$ cat config.mk
export PLATFORM = sky130hd
export DESIGN_NAME = matmul_traffic_gen
export DESIGN_NICKNAME = d
export VERILOG_FILES = /design/src/rtl/matmul_traffic_gen.sv
export SDC_FILE = /design/constraint.sdc
export NUM_CORES = 2
export LEC_CHECK = 0
export ABC_CLOCK_PERIOD_IN_PS = 9510
export CELL_PAD_IN_SITES_DETAIL_PLACEMENT = 1
export CELL_PAD_IN_SITES_GLOBAL_PLACEMENT = 2
export CORE_MARGIN = 2
export CORE_UTILIZATION = 38
export DETAILED_ROUTE_END_ITERATION = 10
export PLACE_DENSITY_LB_ADDON = 0.08
export SYNTH_ARGS = -nofsm -noshare
export SYNTH_HDL_FRONTEND = slang
export SYNTH_SLANG_ARGS = --single-unit
$ cat constraint.sdc
create_clock -name clk_i -period 9.51 [get_ports clk_i]
set_clock_uncertainty 0.15 [all_clocks]
set_input_delay 1.902 -clock clk_i [delete_from_list [all_inputs] [get_ports clk_i]]
set_output_delay 1.902 -clock clk_i [all_outputs]
set_load 0.02 [all_outputs]
$ cat src/rtl/matmul_traffic_gen.sv
// matmul_traffic_gen
// Bus master that computes C[MxN] = A[MxK] * B[KxN] through the C1/A1/D1 cache bus.
// Element sizes: A is 8-bit, B is 16-bit and C is 32-bit. All three matrices are
// row-major and packed back to back from byte address 0.
// Every access is a two-cycle issue: the line address goes out first, then the offset.
// The master then waits for the responder to drive c1_in == 7.
// Ports:
//   clk_i, reset_i          clock, synchronous active-high reset
//   start_i, cfg_m/n/k_i    start pulse and matrix dimensions (latched when the start is accepted)
//   busy_o, done_o, error_o run status; error_o is only live with MMGEN_TIMEOUT_EN
//   c1_out_o/c1_oe_o/c1_in_i  command bus (drive value, drive enable, sampled value)
//   a1_out_o                address bus (line address, then offset)
//   d1_out_o/d1_oe_o/d1_in_i  data bus
//   req_count_o, hit_count_o, cycle_count_o  run statistics
// Optional feature: define MMGEN_TIMEOUT_EN to abort a WAIT that lasts TIMEOUT cycles.
module matmul_traffic_gen #(
  parameter int ADDR_W      = 18,
  parameter int OFFSET_W    = 4,
  parameter int A1_W        = 14,
  parameter int D1_W        = 16,
  parameter int C1_W        = 3,
  parameter int DIM_W       = 8,
  parameter int HIT_LATENCY = 6,
  parameter int CNT_W       = 32,
  parameter int TIMEOUT     = 1023
) (
  input  logic             clk_i,
  input  logic             reset_i,
  input  logic             start_i,
  input  logic [DIM_W-1:0] cfg_m_i,
  input  logic [DIM_W-1:0] cfg_n_i,
  input  logic [DIM_W-1:0] cfg_k_i,
  output logic             busy_o,
  output logic             done_o,
  output logic             error_o,
  output logic [C1_W-1:0]  c1_out_o,
  output logic             c1_oe_o,
  input  logic [C1_W-1:0]  c1_in_i,
  output logic [A1_W-1:0]  a1_out_o,
  output logic [D1_W-1:0]  d1_out_o,
  output logic             d1_oe_o,
  input  logic [D1_W-1:0]  d1_in_i,
  output logic [CNT_W-1:0] req_count_o,
  output logic [CNT_W-1:0] hit_count_o,
  output logic [CNT_W-1:0] cycle_count_o
);

  localparam logic [C1_W-1:0] CMD_NOP     = C1_W'(0);
  localparam logic [C1_W-1:0] CMD_READ8   = C1_W'(1);
  localparam logic [C1_W-1:0] CMD_READ16  = C1_W'(2);
  localparam logic [C1_W-1:0] CMD_WRITE32 = C1_W'(7);
  localparam logic [C1_W-1:0] RSP_READY   = C1_W'(7);
  // The latency counter saturates, so it must cover both the hit window and the watchdog limit.
  localparam int LAT_W = $clog2(TIMEOUT + HIT_LATENCY + 2) + 1;

  typedef enum logic [2:0] {
    S_IDLE, S_ISSUE_HI, S_ISSUE_LO, S_WAIT, S_MAC, S_NEXT, S_DONE
  } state_t;

  state_t             state_q, state_d;
  logic [C1_W-1:0]    cmd_q, cmd_d;
  logic [DIM_W-1:0]   m_q, m_d, n_q, n_d, kd_q, kd_d;
  logic [DIM_W-1:0]   y_q, y_d, x_q, x_d, k_q, k_d;
  logic [31:0]        s_q, s_d;
  logic [7:0]         a_q, a_d;
  logic [15:0]        b_q, b_d;
  logic [LAT_W-1:0]   lat_q, lat_d;
  logic [CNT_W-1:0]   req_q, req_d, hit_q, hit_d, cyc_q, cyc_d;

  // Addresses are computed at ADDR_W bits and wrap modulo 2**ADDR_W.
  logic [ADDR_W-1:0] m_a, n_a, kd_a, y_a, x_a, k_a;
  logic [ADDR_W-1:0] base_b, base_c, addr;

  always_comb begin
    m_a    = ADDR_W'(m_q);
    n_a    = ADDR_W'(n_q);
    kd_a   = ADDR_W'(kd_q);
    y_a    = ADDR_W'(y_q);
    x_a    = ADDR_W'(x_q);
    k_a    = ADDR_W'(k_q);
    base_b = m_a * kd_a;
    base_c = base_b + ((kd_a * n_a) << 1);
    unique case (cmd_q)
      CMD_READ8:  addr = y_a * kd_a + k_a;
      CMD_READ16: addr = base_b + ((k_a * n_a + x_a) << 1);
      default:    addr = base_c + ((y_a * n_a + x_a) << 2);
    endcase
  end

  always_comb begin
    c1_oe_o  = 1'b0;
    c1_out_o = CMD_NOP;
    a1_out_o = '0;
    d1_oe_o  = 1'b0;
    d1_out_o = '0;
    unique case (state_q)
      S_ISSUE_HI: begin
        c1_oe_o  = 1'b1;
        c1_out_o = cmd_q;
        a1_out_o = A1_W'(addr >> OFFSET_W);
        if (cmd_q == CMD_WRITE32) begin
          d1_oe_o  = 1'b1;
          d1_out_o = D1_W'(s_q[15:0]);
        end
      end
      S_ISSUE_LO: begin
        c1_oe_o  = 1'b1;
        c1_out_o = cmd_q;
        a1_out_o = A1_W'(addr[OFFSET_W-1:0]);
        if (cmd_q == CMD_WRITE32) begin
          d1_oe_o  = 1'b1;
          d1_out_o = D1_W'(s_q[31:16]);
        end
      end
      default: ;
    endcase
  end

`ifdef MMGEN_TIMEOUT_EN
  logic err_q, err_d;
`endif

  always_comb begin
    state_d = state_q;
    cmd_d   = cmd_q;
    m_d     = m_q;
    n_d     = n_q;
    kd_d    = kd_q;
    y_d     = y_q;
    x_d     = x_q;
    k_d     = k_q;
    s_d     = s_q;
    a_d     = a_q;
    b_d     = b_q;
    lat_d   = lat_q;
    req_d   = req_q;
    hit_d   = hit_q;
    cyc_d   = cyc_q;
`ifdef MMGEN_TIMEOUT_EN
    err_d   = err_q;
`endif
    if (state_q != S_IDLE) cyc_d = cyc_q + 1'b1;
    unique case (state_q)
      S_IDLE: begin
        if (start_i) begin
          m_d   = cfg_m_i;
          n_d   = cfg_n_i;
          kd_d  = cfg_k_i;
          y_d   = '0;
          x_d   = '0;
          k_d   = '0;
          s_d   = '0;
          cmd_d = CMD_READ8;
          req_d = '0;
          hit_d = '0;
          cyc_d = CNT_W'(1);  // the accepting cycle is part of the run
`ifdef MMGEN_TIMEOUT_EN
          err_d = 1'b0;
`endif
          if (cfg_m_i == '0 || cfg_n_i == '0 || cfg_k_i == '0) state_d = S_DONE;
          else                                                  state_d = S_ISSUE_HI;
        end
      end
      S_ISSUE_HI: begin
        req_d   = req_q + 1'b1;
        state_d = S_ISSUE_LO;
      end
      S_ISSUE_LO: begin
        lat_d   = LAT_W'(1);
        state_d = S_WAIT;
      end
      S_WAIT: begin
        if (c1_in_i == RSP_READY) begin
          if (lat_q <= LAT_W'(HIT_LATENCY)) hit_d = hit_q + 1'b1;
          unique case (cmd_q)
            CMD_READ8: begin
              a_d     = d1_in_i[7:0];
              cmd_d   = CMD_READ16;
              state_d = S_ISSUE_HI;
            end
            CMD_READ16: begin
              b_d     = d1_in_i[15:0];
              state_d = S_MAC;
            end
            default: state_d = S_NEXT;
          endcase
        end else begin
          if (lat_q != '1) lat_d = lat_q + 1'b1;
`ifdef MMGEN_TIMEOUT_EN
          if (lat_q >= LAT_W'(TIMEOUT)) begin
            err_d   = 1'b1;
            state_d = S_DONE;
          end
`endif
        end
      end
      S_MAC: begin
        s_d     = s_q + 32'(a_q) * 32'(b_q);
        state_d = S_ISSUE_HI;
        if (k_q == kd_q - 1'b1) begin
          k_d   = '0;
          cmd_d = CMD_WRITE32;
        end else begin
          k_d   = k_q + 1'b1;
          cmd_d = CMD_READ8;
        end
      end
      S_NEXT: begin
        s_d     = '0;
        cmd_d   = CMD_READ8;
        state_d = S_ISSUE_HI;
        if (x_q == n_q - 1'b1) begin
          x_d = '0;
          if (y_q == m_q - 1'b1) state_d = S_DONE;
          else                   y_d = y_q + 1'b1;
        end else begin
          x_d = x_q + 1'b1;
        end
      end
      S_DONE:  state_d = S_IDLE;
      default: state_d = S_IDLE;
    endcase
  end

  always_ff @(posedge clk_i) begin
    if (reset_i) begin
      state_q <= S_IDLE;
      cmd_q   <= CMD_NOP;
      m_q     <= '0;
      n_q     <= '0;
      kd_q    <= '0;
      y_q     <= '0;
      x_q     <= '0;
      k_q     <= '0;
      s_q     <= '0;
      a_q     <= '0;
      b_q     <= '0;
      lat_q   <= '0;
      req_q   <= '0;
      hit_q   <= '0;
      cyc_q   <= '0;
    end else begin
      state_q <= state_d;
      cmd_q   <= cmd_d;
      m_q     <= m_d;
      n_q     <= n_d;
      kd_q    <= kd_d;
      y_q     <= y_d;
      x_q     <= x_d;
      k_q     <= k_d;
      s_q     <= s_d;
      a_q     <= a_d;
      b_q     <= b_d;
      lat_q   <= lat_d;
      req_q   <= req_d;
      hit_q   <= hit_d;
      cyc_q   <= cyc_d;
    end
  end

`ifdef MMGEN_TIMEOUT_EN
  always_ff @(posedge clk_i) begin
    if (reset_i) err_q <= 1'b0;
    else         err_q <= err_d;
  end
  assign error_o = err_q;
`else
  assign error_o = 1'b0;
`endif

  assign busy_o        = (state_q != S_IDLE);
  assign done_o        = (state_q == S_DONE);
  assign req_count_o   = req_q;
  assign hit_count_o   = hit_q;
  assign cycle_count_o = cyc_q;

endmodule
==> flow_metrics.env <==
export IMPL_n_fill_cell=8693
export IMPL_power_density_mw_per_mm2=79.9
export IMPL_worstSetupPathType="reg2out"
export IMPL_ys_seq_area_share_pct=15.6
export IMPL_syn_num_nets=4080
export IMPL_period_share_pct=97.9
export IMPL_ant_nets=0
export IMPL_rows=99
export IMPL_vias=23972
export IMPL_clkTransAtPathRegs_ns=0.06
export IMPL_crit_path_end_kind="output port"
export IMPL_peakVddDrop_mv=0.124
export IMPL_layout_min_cycle_time_ns=9.31
export IMPL_utilization_pct=43.8
export IMPL_post_cts_buffers=0
export IMPL_viasPerCell=5.31
export IMPL_wirelength_mm=92.9
export IMPL_setup_viol=0
export IMPL_path_max_fanout=3
export IMPL_portBuffers=178
export IMPL_gp_congestion=0.874
export IMPL_ys_types=85
export IMPL_syn_inst=3428
export IMPL_crit_path_start_kind="register"
export IMPL_first_global_vias=26421
export IMPL_drc=0
export IMPL_grt_pass1_wl_mm=146
export IMPL_cts_tree="yes"
export IMPL_crit_required_ns=7.46
export IMPL_synthTopCellsByCount="489 x inv_1, 424 x nand2_1, 325 x fa_1, 281 x ha_1, 238 x nor2_1"
export IMPL_hold_viol=0
export IMPL_clockRootBuffer="clkbuf_16"
export IMPL_reg2reg_from="a_q[7]"
export IMPL_finalMaxSlewViolations=0
export IMPL_antenna_found_initial=8
export IMPL_clkSinkCount=218
export IMPL_dieWidth_um=275
export IMPL_drive_above_1_share_pct=6.24
export IMPL_synth_most_common_cell="inv_1"
export IMPL_start_util_pct=38.3
export IMPL_avgSynthCellArea_sq_um=8.14
export IMPL_cts_buffers=27
export IMPL_cts_buffer_depth=3
export IMPL_dp_hpwl_mm=75.5
export IMPL_holdWs_ns=0.340
export IMPL_hold_start="req_count_o[12]"
export IMPL_die_y_um=275
export IMPL_synth_top_area_share_pct=23.3
export IMPL_worstMarginPinSlew_ns=1.14
export IMPL_syn_to_final_growth_pct=14.2
export IMPL_clock_latency_ns=0.57
export IMPL_tns_ns=0
export IMPL_cp_endpoint="a1_out_o[13]"
export IMPL_leakagePower_nw=15.2
export IMPL_holdPathStages=2
export IMPL_ioPinCount=180
export IMPL_synth_edf_count=0
export IMPL_finalNetCount=4188
export IMPL_rrSetupSlack_ns=3.60
export IMPL_core_area_sq_mm=0.0728
export IMPL_maxCapViolCount=0
export IMPL_worstHoldPathType="reg2reg"
export IMPL_crit_start="x_q[7]"
export IMPL_reg2reg_depth=16
export IMPL_routedWlPerCell_um=20.6
export IMPL_synth_top_area_cell="fa_1"
export IMPL_multiInputGateArea_sq_mm=0.0212
export IMPL_grt_start_max_net_pins=75
export IMPL_hold_buffers=0
export IMPL_dieArea_sq_mm=0.0756
export IMPL_slew_headroom_pct=23.1
export IMPL_antenna_cells=0
export IMPL_ys_flop_type="dfxtp_1"
export IMPL_synth_seq_cells=218
export IMPL_seq_area_sq_mm=0.00440
export IMPL_gr_usage_all_layers_pct=24.5
export IMPL_htree_levels=1
export IMPL_synth_area_leaders="fa_1 23%, dfxtp_1 16%, ha_1 13%"
export IMPL_drt_iter0_drc=931
export IMPL_first_pass_iters=5
export IMPL_fmax_ghz=0.107
export IMPL_status="completed"
export IMPL_ys_async_sr_fraction_pct=0
export IMPL_syn_area_sq_mm=0.0279
export IMPL_r2r_end="s_q[31]"
export IMPL_finalPower_mw=2.55
export IMPL_worstPathArrival_ns=7.26
export IMPL_yosys_warnings=0
export IMPL_grt_ovfl_total=0
[layer usage]
layer  wire length (um)  vias to the layer above  part of all wire [%]  GRT usage (%)
li1                   -                    11284                     -              -
met3               3350                      148                   3.6           3.34
met2              46000                      384                    49           43.8
met5                101                        -                  0.11              0
met4               3550                       14                   3.8           8.63
met1              40000                    12142                    43           30.2
[logic make-up (layout without fill, tap and decap cells)]
group,after synthesis,count (layout),share of synthesized area (%)
fa+ha+maj,606,606,35.9
buf+inv,661,790,9.01
flops,218,218,15.6
other cells,1,1,0.0134
mux,15,15,0.569
xor+xnor,170,170,5.41
compound gates,510,510,11.7
simple gates,1247,1247,21.8
[power by group]
group,internal (mW),switching [mW],leakage [nW],total [mW]
clock,0.604,0.442,0.436,1.05
combinational,0.187,0.347,13.0,0.534
sequential,0.928,0.0396,1.77,0.968
total,1.72,0.829,15.2,2.55
[critical path, stage by stage (launching register included)]
cell and delay (ns):
dfxtp_1 0.41, inv_1 0.20, fa_1 0.59, inv_1 0.06, fa_1 0.49, fa_1 0.55
inv_1 0.05, fa_1 0.47, inv_1 0.04, ha_1 0.30, a21boi_1 0.32, nor2_1 0.10
xor2_1 0.18, fa_1 0.55, inv_1 0.05, ha_1 0.32, a21oi_2 0.19, nand2_1 0.07
a21o_1 0.19, or3_1 0.32, o221a_2 0.30, o41ai_2 0.32, xnor2_1 0.16, a32o_2 0.29
clkbuf_2 0.15
[metrics by stage]
step / worst slack (ns) / std cells / instance area, sq um
after global placement: 0.202 / 4466 / 30800
after global routing: -0.0286 / 4516 / 31900
after detailed placement: 0.00515 / 4466 / 30800
after CTS: 0.00485 / 4516 / 31800
after floorplan: 0.803 / 3428 / 27900
final: 0.202 / 4516 / 31900
[layout make-up]
cell class / instances / area share, %
clock buffers: 37 / 2.33
clock inverters: 13 / 0.428
inverters: 490 / 5.77
multi-input cells: 2549 / 66.5
flip-flops and latches: 218 / 13.8
well taps: 959 / 3.76
repair buffers: 250 / 7.39
[how the worst min path moves through the flow]
stage | endpoint | slack, ns
after floorplan | s_q[31] | 0.31
after detailed placement | req_count_o[12] | 0.33
after global placement | req_count_o[31] | 0.31
after global routing | hit_count_o[31] | 0.37
final | req_count_o[12] | 0.34
after CTS | req_count_o[12] | 0.34
[flip-flops by register name (all words and copies together), names as in the netlist]
signal	count
hit_count_o	32
a_q	8
k_q	8
req_count_o	32
n_q	8
cmd_q	3
kd_q	8
cycle_count_o	32
b_q	16
lat_q	12
y_q	8
m_q	8
x_q	8
s_q	32
state_q	3
[timing repair]
action                                  CTS  global route
pin swaps                                 1             5
resized for setup                        34            45
endpoints found under the setup margin    6             6
[placed cells by master, fill, tap and decap left out, drive strengths merged, types with 19 or more instances in the layout]
master and n:
clkdlybuf4s50 171, nor3 44, o21a 32, or3 42, nand2b 19, fa 325, nand4 24, xor2 79
or2 23, dfxtp 218, nand2 425, a21o 30, a31oi 21, o21ai 74, and2 238, and3 36
clkbuf 40, nand3 96, nor2 241, a21oi 189, a22oi 42, buf 73, xnor2 90, ha 281
inv 491
Note: power is estimated with default switching activity, not from simulation.
